`config.mk`:
```
export PLATFORM = sky130hd
export DESIGN_NAME = fetch_stage
export DESIGN_NICKNAME = d
export VERILOG_FILES = /design/src/rtl/fetch_stage.sv
export SDC_FILE = /design/constraint.sdc
export NUM_CORES = 1
export LEC_CHECK = 0
export ABC_AREA = 1
export CELL_PAD_IN_SITES_DETAIL_PLACEMENT = 1
export CELL_PAD_IN_SITES_GLOBAL_PLACEMENT = 1
export CORE_MARGIN = 5
export CORE_UTILIZATION = 29
export DETAILED_ROUTE_END_ITERATION = 7
export PLACE_DENSITY = 0.72
export REMOVE_ABC_BUFFERS = 1
export SYNTH_ARGS = -nofsm -noshare
export SYNTH_HDL_FRONTEND = slang
export SYNTH_SLANG_ARGS = --single-unit
export TNS_END_PERCENT = 50
```
`constraint.sdc`:
```
create_clock -name i_clk -period 3.1 [get_ports i_clk]
set_input_delay 0.62 -clock i_clk [delete_from_list [all_inputs] [get_ports i_clk]]
set_output_delay 0.62 -clock i_clk [all_outputs]
set_load 0.005 [all_outputs]
```
`src/rtl/fetch_stage.sv`:
```
// -----------------------------------------------------------------------------
// fetch_stage
// Instruction-fetch stage of the RV32I pipeline. Owns the program counter,
// issues one word request per cycle to a registered instruction memory
// (strobe/ack, one-cycle read latency), tracks the single in-flight request,
// absorbs decode stalls with a one-entry skid buffer and discards in-flight
// fetches on a redirect from execute.
//
// Ports
//   i_clk, i_rst_n      clock, asynchronous active-low reset
//   o_imem_addr         word address to instruction memory (pc[ADDR_W+1:2])
//   o_imem_stb          fetch request, combinational from run/stall/redirect
//   i_imem_instr        instruction word, valid the cycle after the strobe
//   i_imem_ack          memory acknowledge, the cycle after the strobe
//   i_stall             decode cannot accept; outputs hold
//   i_change_pc         redirect from execute (wins over stall)
//   i_new_pc            redirect target byte address, bits [1:0] ignored
//   o_instr, o_pc       instruction/PC pair presented to decode
//   o_valid             o_instr/o_pc hold a live instruction
// -----------------------------------------------------------------------------
module fetch_stage #(
  parameter int unsigned  MEMORY_DEPTH = 8192,
  parameter logic [31:0]  RESET_PC     = 32'h0000_0000,
  localparam int unsigned ADDR_W       = $clog2(MEMORY_DEPTH)
) (
  input  logic              i_clk,
  input  logic              i_rst_n,
  output logic [ADDR_W-1:0] o_imem_addr,
  output logic              o_imem_stb,
  input  logic [31:0]       i_imem_instr,
  input  logic              i_imem_ack,
  input  logic              i_stall,
  input  logic              i_change_pc,
  input  logic [31:0]       i_new_pc,
  output logic [31:0]       o_instr,
  output logic [31:0]       o_pc,
  output logic              o_valid
);

  logic        run;
  logic [31:0] pc;
  logic        inflight_valid;
  logic [31:0] inflight_pc;
  logic        skid_valid;
  logic [31:0] skid_instr;
  logic [31:0] skid_pc;
  logic        accept;

  // No request while stalled or redirecting, so at most one fetch is in flight.
  assign o_imem_stb  = run & ~i_stall & ~i_change_pc;
  assign o_imem_addr = pc[ADDR_W+1:2];

  // Acks that do not belong to a live request (post-reset or killed) are dropped.
  assign accept = i_imem_ack & inflight_valid;

  // Program counter, run flag and in-flight request tracking.
  always_ff @(posedge i_clk or negedge i_rst_n) begin
    if (!i_rst_n) begin
      run            <= 1'b0;
      pc             <= RESET_PC;
      inflight_valid <= 1'b0;
      inflight_pc    <= '0;
    end else begin
      run            <= 1'b1;
      inflight_valid <= o_imem_stb;
      if (i_change_pc) begin
        pc <= i_new_pc & 32'hFFFF_FFFC;
      end else if (o_imem_stb) begin
        inflight_pc <= pc;
        pc          <= pc + 32'd4;
      end
    end
  end

  // Skid buffer and decode-facing output registers.
  always_ff @(posedge i_clk or negedge i_rst_n) begin
    if (!i_rst_n) begin
      skid_valid <= 1'b0;
      skid_instr <= '0;
      skid_pc    <= '0;
      o_valid    <= 1'b0;
      o_instr    <= '0;
      o_pc       <= '0;
    end else if (i_change_pc) begin
      skid_valid <= 1'b0;
      o_valid    <= 1'b0;
    end else if (!i_stall) begin
      if (skid_valid) begin
        // Skid drains first; no response can arrive this cycle since
        // nothing was strobed during the stall.
        o_instr    <= skid_instr;
        o_pc       <= skid_pc;
        o_valid    <= 1'b1;
        skid_valid <= 1'b0;
      end else if (accept) begin
        o_instr <= i_imem_instr;
        o_pc    <= inflight_pc;
        o_valid <= 1'b1;
      end else begin
        o_valid <= 1'b0;
      end
    end else if (accept) begin
      // Stalled: outputs hold, the response that was already in flight parks here.
      skid_instr <= i_imem_instr;
      skid_pc    <= inflight_pc;
      skid_valid <= 1'b1;
    end
  end

endmodule
```
After elaboration in Yosys (flattened, before gate mapping)
Index checks and enable logic that the tools add are counted.
- shift operators: 0
- muxes and demuxes: 13
- reductions and logical operators: 5
- div/mod/pow operators: 0
- magnitude comparators: 0
- add/sub/neg operators: 1
- eq/ne operators: 2
- multipliers: 0
- bitwise gates (word level): 5
- operators by type and width (kind ; number):
    $mux W32 ; 6
    $add A32 B3 Y32 const B ; 1
    $mux W1 ; 7
    $reduce_and A3 Y1 ; 2
    $reduce_bool A2 Y1 ; 2
    $and A1 B1 Y1 ; 3
    $ne A3 B1 Y1 const B ; 1
    $ne A2 B1 Y1 const B ; 1
    $not A1 Y1 ; 2
    $reduce_and A2 Y1 ; 1
- output and inout bits: 79
- bits of input ports: 69
- memories kept: 0
- bits in writable memories: 0
- word-level logic and storage cells: 36
- flip-flop bits (word level): 196
- latch bits: 0
- bits in read-only memories: 0

Depth between registers and ports, before layout
- depth in word-level cells: 5
- depth in mapped cells: 10
- gate-level depth less buffers: 10

Worst setup path before layout
Ideal clock, no wire load.
- path type: input to output
- start point: input port i_change_pc
- end point: output port o_imem_stb
- path buffers: 2
- arrival: 1.290 ns
- cell stages on the path: 5
- data required time: 2.480 ns
- path slack: 1.190 ns
- path through: buf_2 -> nor2_2 -> nand2_1 -> inv_1 -> buf_2
- cells in the longest elaborated chain, start to end: 2
- ends and longest elaborated chain (element ; RTL line ; RTL):
    from (decl) ; 33 ; input logic i_change_pc,
    $not A1 Y1 (no line) ; - ;
    $and A1 B1 Y1 ; 50 ; assign o_imem_stb = run & ~i_stall & ~i_change_pc;
    to (decl) ; 29 ; output logic o_imem_stb,
No other way between the ends.

Worst setup path in the final report
Same ends and word-level chain as after synthesis.

==> flow_summary_export.csv <==
group,metric,value,unit
floorplanning,rows,64,
routing,drt_first_pass_iters,4,
routing,dr_wl_met3,1180,microns
worst_setup_path,critical-path-top-delay-family,"buffers and inverters",
worst_setup_path,path_cells,"clkdlybuf4s50_1, nor2_2, nand2_1, inv_1, clkdlybuf4s50_1",
placement,gp_congestion,0.806,
global_route,grt_pass1_wl,41500,microns
power_and_ir_drop,p_seq_share,48.2,%
finish,area_growth,25.9,%
placement,place_inst,1612,
sta,layout_min_cycle_time,2.74,ns
sta,setup_slack,0.365,ns
sta,max_freq,0.366,GHz
global_route,gr-total-overflow,0,
sta,post-route-period-util,88.2,%
routing,route.detailed.drc,0,
routing,drtAntennaViolNets,0,
placement,dp_slack,0.332,ns
worst_hold_path,hold_path.class,"in2async",
routing,vias,7483,
clock_network,clock_sinks,188,
floorplanning,start_util,29.2,%
global_route,grt_use_total,15.2,%
worst_setup_path,critPathLaunchType,"input pin",
finish,final_common_cell,"nand2_1",
clock_network,postCtsSetupBuffers,0,
clock_network,clock_path_buffers,2,
power_and_ir_drop,p_sw,1950,uW
finish,final_cell_mix,"nand2_1, dfrtp_1, clkdlybuf4s50_1, o21ai_0, inv_1",
run_status,status,"finished, final reports clean",
clock_network,clock-root-buffer,"clkbuf_16",
floorplanning,fp.dieH,185,microns
routing,highest_layer,"met4",
clock_network,cts_buffers,17,
finish,fin_cells,1644,
yosys,yosysWarnings,0,
clock_network,cts_tree,"yes",
worst_setup_path,r2r_slack,1.22,ns
yosys,yosys-top-cells-area,"dfrtp_1, nand2_1, o21ai_0, inv_1, nor2_1",
yosys,netlist.area_leader.share,53.1,%
sta,hold_viol_final,0,
power_and_ir_drop,max-vdd-ir-drop,0.381,mV
yosys,synth-seq-cells,188,
clock_network,cts.clk_slew.worst_paths,0.07,ns
power_and_ir_drop,p_leak,0.00529,uW
sta,relSlewSlack,21.5,%
worst_setup_path,crit_path_end_kind,"output pin",
finish,fill_cells,3665,
sta,finalSetupViolations,0,
worst_setup_path,r2r_start,"skid_valid$_DFFE_PN0P_",
finish,postLayoutCoreUtil,36.7,%
floorplanning,io_pins,148,
worst_setup_path,cp_slowest_cell,"clkdlybuf4s50_1",
placement,portBuffers,143,
floorplanning,core,0.0303,sq mm
worst_setup_path,cp_max_fo,2,
flow_run,maxCapViolCount,0,
floorplanning,die_area,0.0341,sq mm
floorplanning,dieWidth,185,microns
power_and_ir_drop,p_int,4720,uW
worst_setup_path,r2r-end,"o_instr[8]$_DFFE_PN0P_",
worst_setup_path,worstPathArrival,2.12,ns
placement,dp_hpwl,17300,microns
sta,maxSlewViolCount,0,
clock_network,cts.htree.levels,4,
power_and_ir_drop,power_frac_comb,20.0,%
routing,drt_iter0_markers,267,
worst_setup_path,rr_worst_depth,4,
yosys,syn_area,0.00886,sq mm
routing,wl_met1,11700,microns
worst_setup_path,crit_required,2.48,ns
sta,fin_skew,0.0129,ns
routing,totalWireLength,25400,microns
clock_network,cts_resized,0,
finish,drive_above_1_share,6.17,%
worst_setup_path,worst-path-buf-inv,3,
worst_setup_path,crit_type,"in2out",
yosys,synth_cell_types,37,
power_and_ir_drop,p_sw_share,29.2,%
power_and_ir_drop,clock_power_share,31.9,%
clock_network,clk_latency,0.44,ns
worst_setup_path,worstSetupStartpoint,"i_change_pc",
global_route,grt_pass1_vias,7903,
global_route,grt_start_max_net_pins,125,
yosys,yosysSeqAreaShare,53.1,%
yosys,avgSynthCellArea,7.87,sq um
finish,antenna_cells,0,
yosys,synth_area_leader_cell,"dfrtp_1",
global_route,antenna_found_initial,0,
worst_setup_path,worst_path_most_repeated_cell,"clkdlybuf4s50_1",
routing,vias_per_cell,4.55,
worst_setup_path,critical_path.max_stage_delay,0.58,ns
finish,nNetsFinal,1305,
routing,route.met2.wl,12200,microns
sta,tightest_slew,1.18,ns
yosys,syn_inst,1126,
power_and_ir_drop,p_per_area,598,mW/mm^2
routing,avgRoutedWirePerCell,15.4,microns
clock_network,holdBufCountCts,0,
sta,rsz0062_at_grt,"false",
## cell families (layout without fill, tap and decap cells)
kind of cell               Yosys count  in the layout  synth area share (%)
AOI/OAI and AO/OA                  183            183                  10.9
xor gates and xnor gates             3              3                 0.297
and+or+nand+nor                    576            576                  26.5
other                                2              3                0.0848
adders and majority gates            1              1                 0.141
DFF                                188            188                  53.1
buffers and inverters              173            294                  8.97
## power by group through the flow
stage / registers (uW) / logic [uW] / clock network [uW]
6_report: 3210 / 1330 / 2120
5_1_grt: 3280 / 1520 / 2310
4_1_cts: 3220 / 1370 / 2210
3_5_place_dp: 3260 / 1360 / 0
3_3_place_gp: 3240 / 1320 / 0
2_1_floorplan: 3220 / 557 / 0
## per-stage QoR
step	instance area [sq um]	TNS, ns	hold slack (ns)	power [uW]
6_report	11200	0	0.179	6670
5_1_grt	11200	0	0.206	7110
4_1_cts	11200	0	0.201	6800
3_5_place_dp	10600	0	0.466	4620
3_3_place_gp	10600	0	0.461	4560
2_1_floorplan	8460	-26.92	0.324	3780
## worst max-delay path by stage
stage / cells past startpoint / slack [ns] / to
after global routing: 5 / 0.32 / o_imem_stb
after CTS: 5 / 0.33 / o_imem_stb
after floorplan: 5 / -0.43 / o_instr[0]$_DFFE_PN0P_
after global placement: 5 / 0.33 / o_imem_stb
final: 5 / 0.36 / o_imem_stb
after detailed placement: 5 / 0.33 / o_imem_stb
## flip-flops by register name (all words and copies together), names as in the netlist
signal,flops
skid_valid,1
skid_pc,30
inflight_pc,30
run,1
o_pc,30
skid_instr,32
o_valid,1
inflight_valid,1
pc,30
o_instr,32
## synthesized netlist by cell type
cell type / n
nand4_1: 5
ha_1: 1
a22oi_1: 2
nor3_1: 2
o21a_1: 1
inv_1: 99
o2111ai_1: 1
o21ai_1: 12
clkbuf_1: 16
a22o_1: 1
a211o_1: 1
xnor2_1: 1
nand2_2: 6
buf_4: 16
nor2_2: 6
conb_1: 2
a21oi_1: 15
nand3_1: 41
and2_1: 2
nand2_4: 3
nor2_1: 63
o21ai_0: 138
o211ai_1: 6
nor2_4: 7
a31oi_1: 1
xor2_1: 2
nand2_1: 439
inv_2: 4
buf_2: 31
dfrtp_1: 188
o21bai_1: 1
or2_1: 1
buf_6: 6
a32oi_1: 2
o221ai_1: 2
clkinv_2: 1
nand3b_1: 1
## metal layers
| layer | vias to the layer above | global-route usage [%] |
|---|---|---|
| met5 | - | 0 |
| met3 | 21 | 3.10 |
| met1 | 3631 | 19.8 |
| met4 | 0 | 3.55 |
| met2 | 111 | 26.0 |
| li1 | 3720 | - |
## area by class of cell
type                       count  area (sq um)  area share [%]
inverter                     104           392            3.51
clock inverter                13           109           0.976
tap                          396           495            4.44
clock buffer                  19           453            4.06
timing repair buffer         158          1620            14.6
multi-input combinational    766          3370            30.2
sequential                   188          4710            42.2
(Power assumes the default switching activity.)
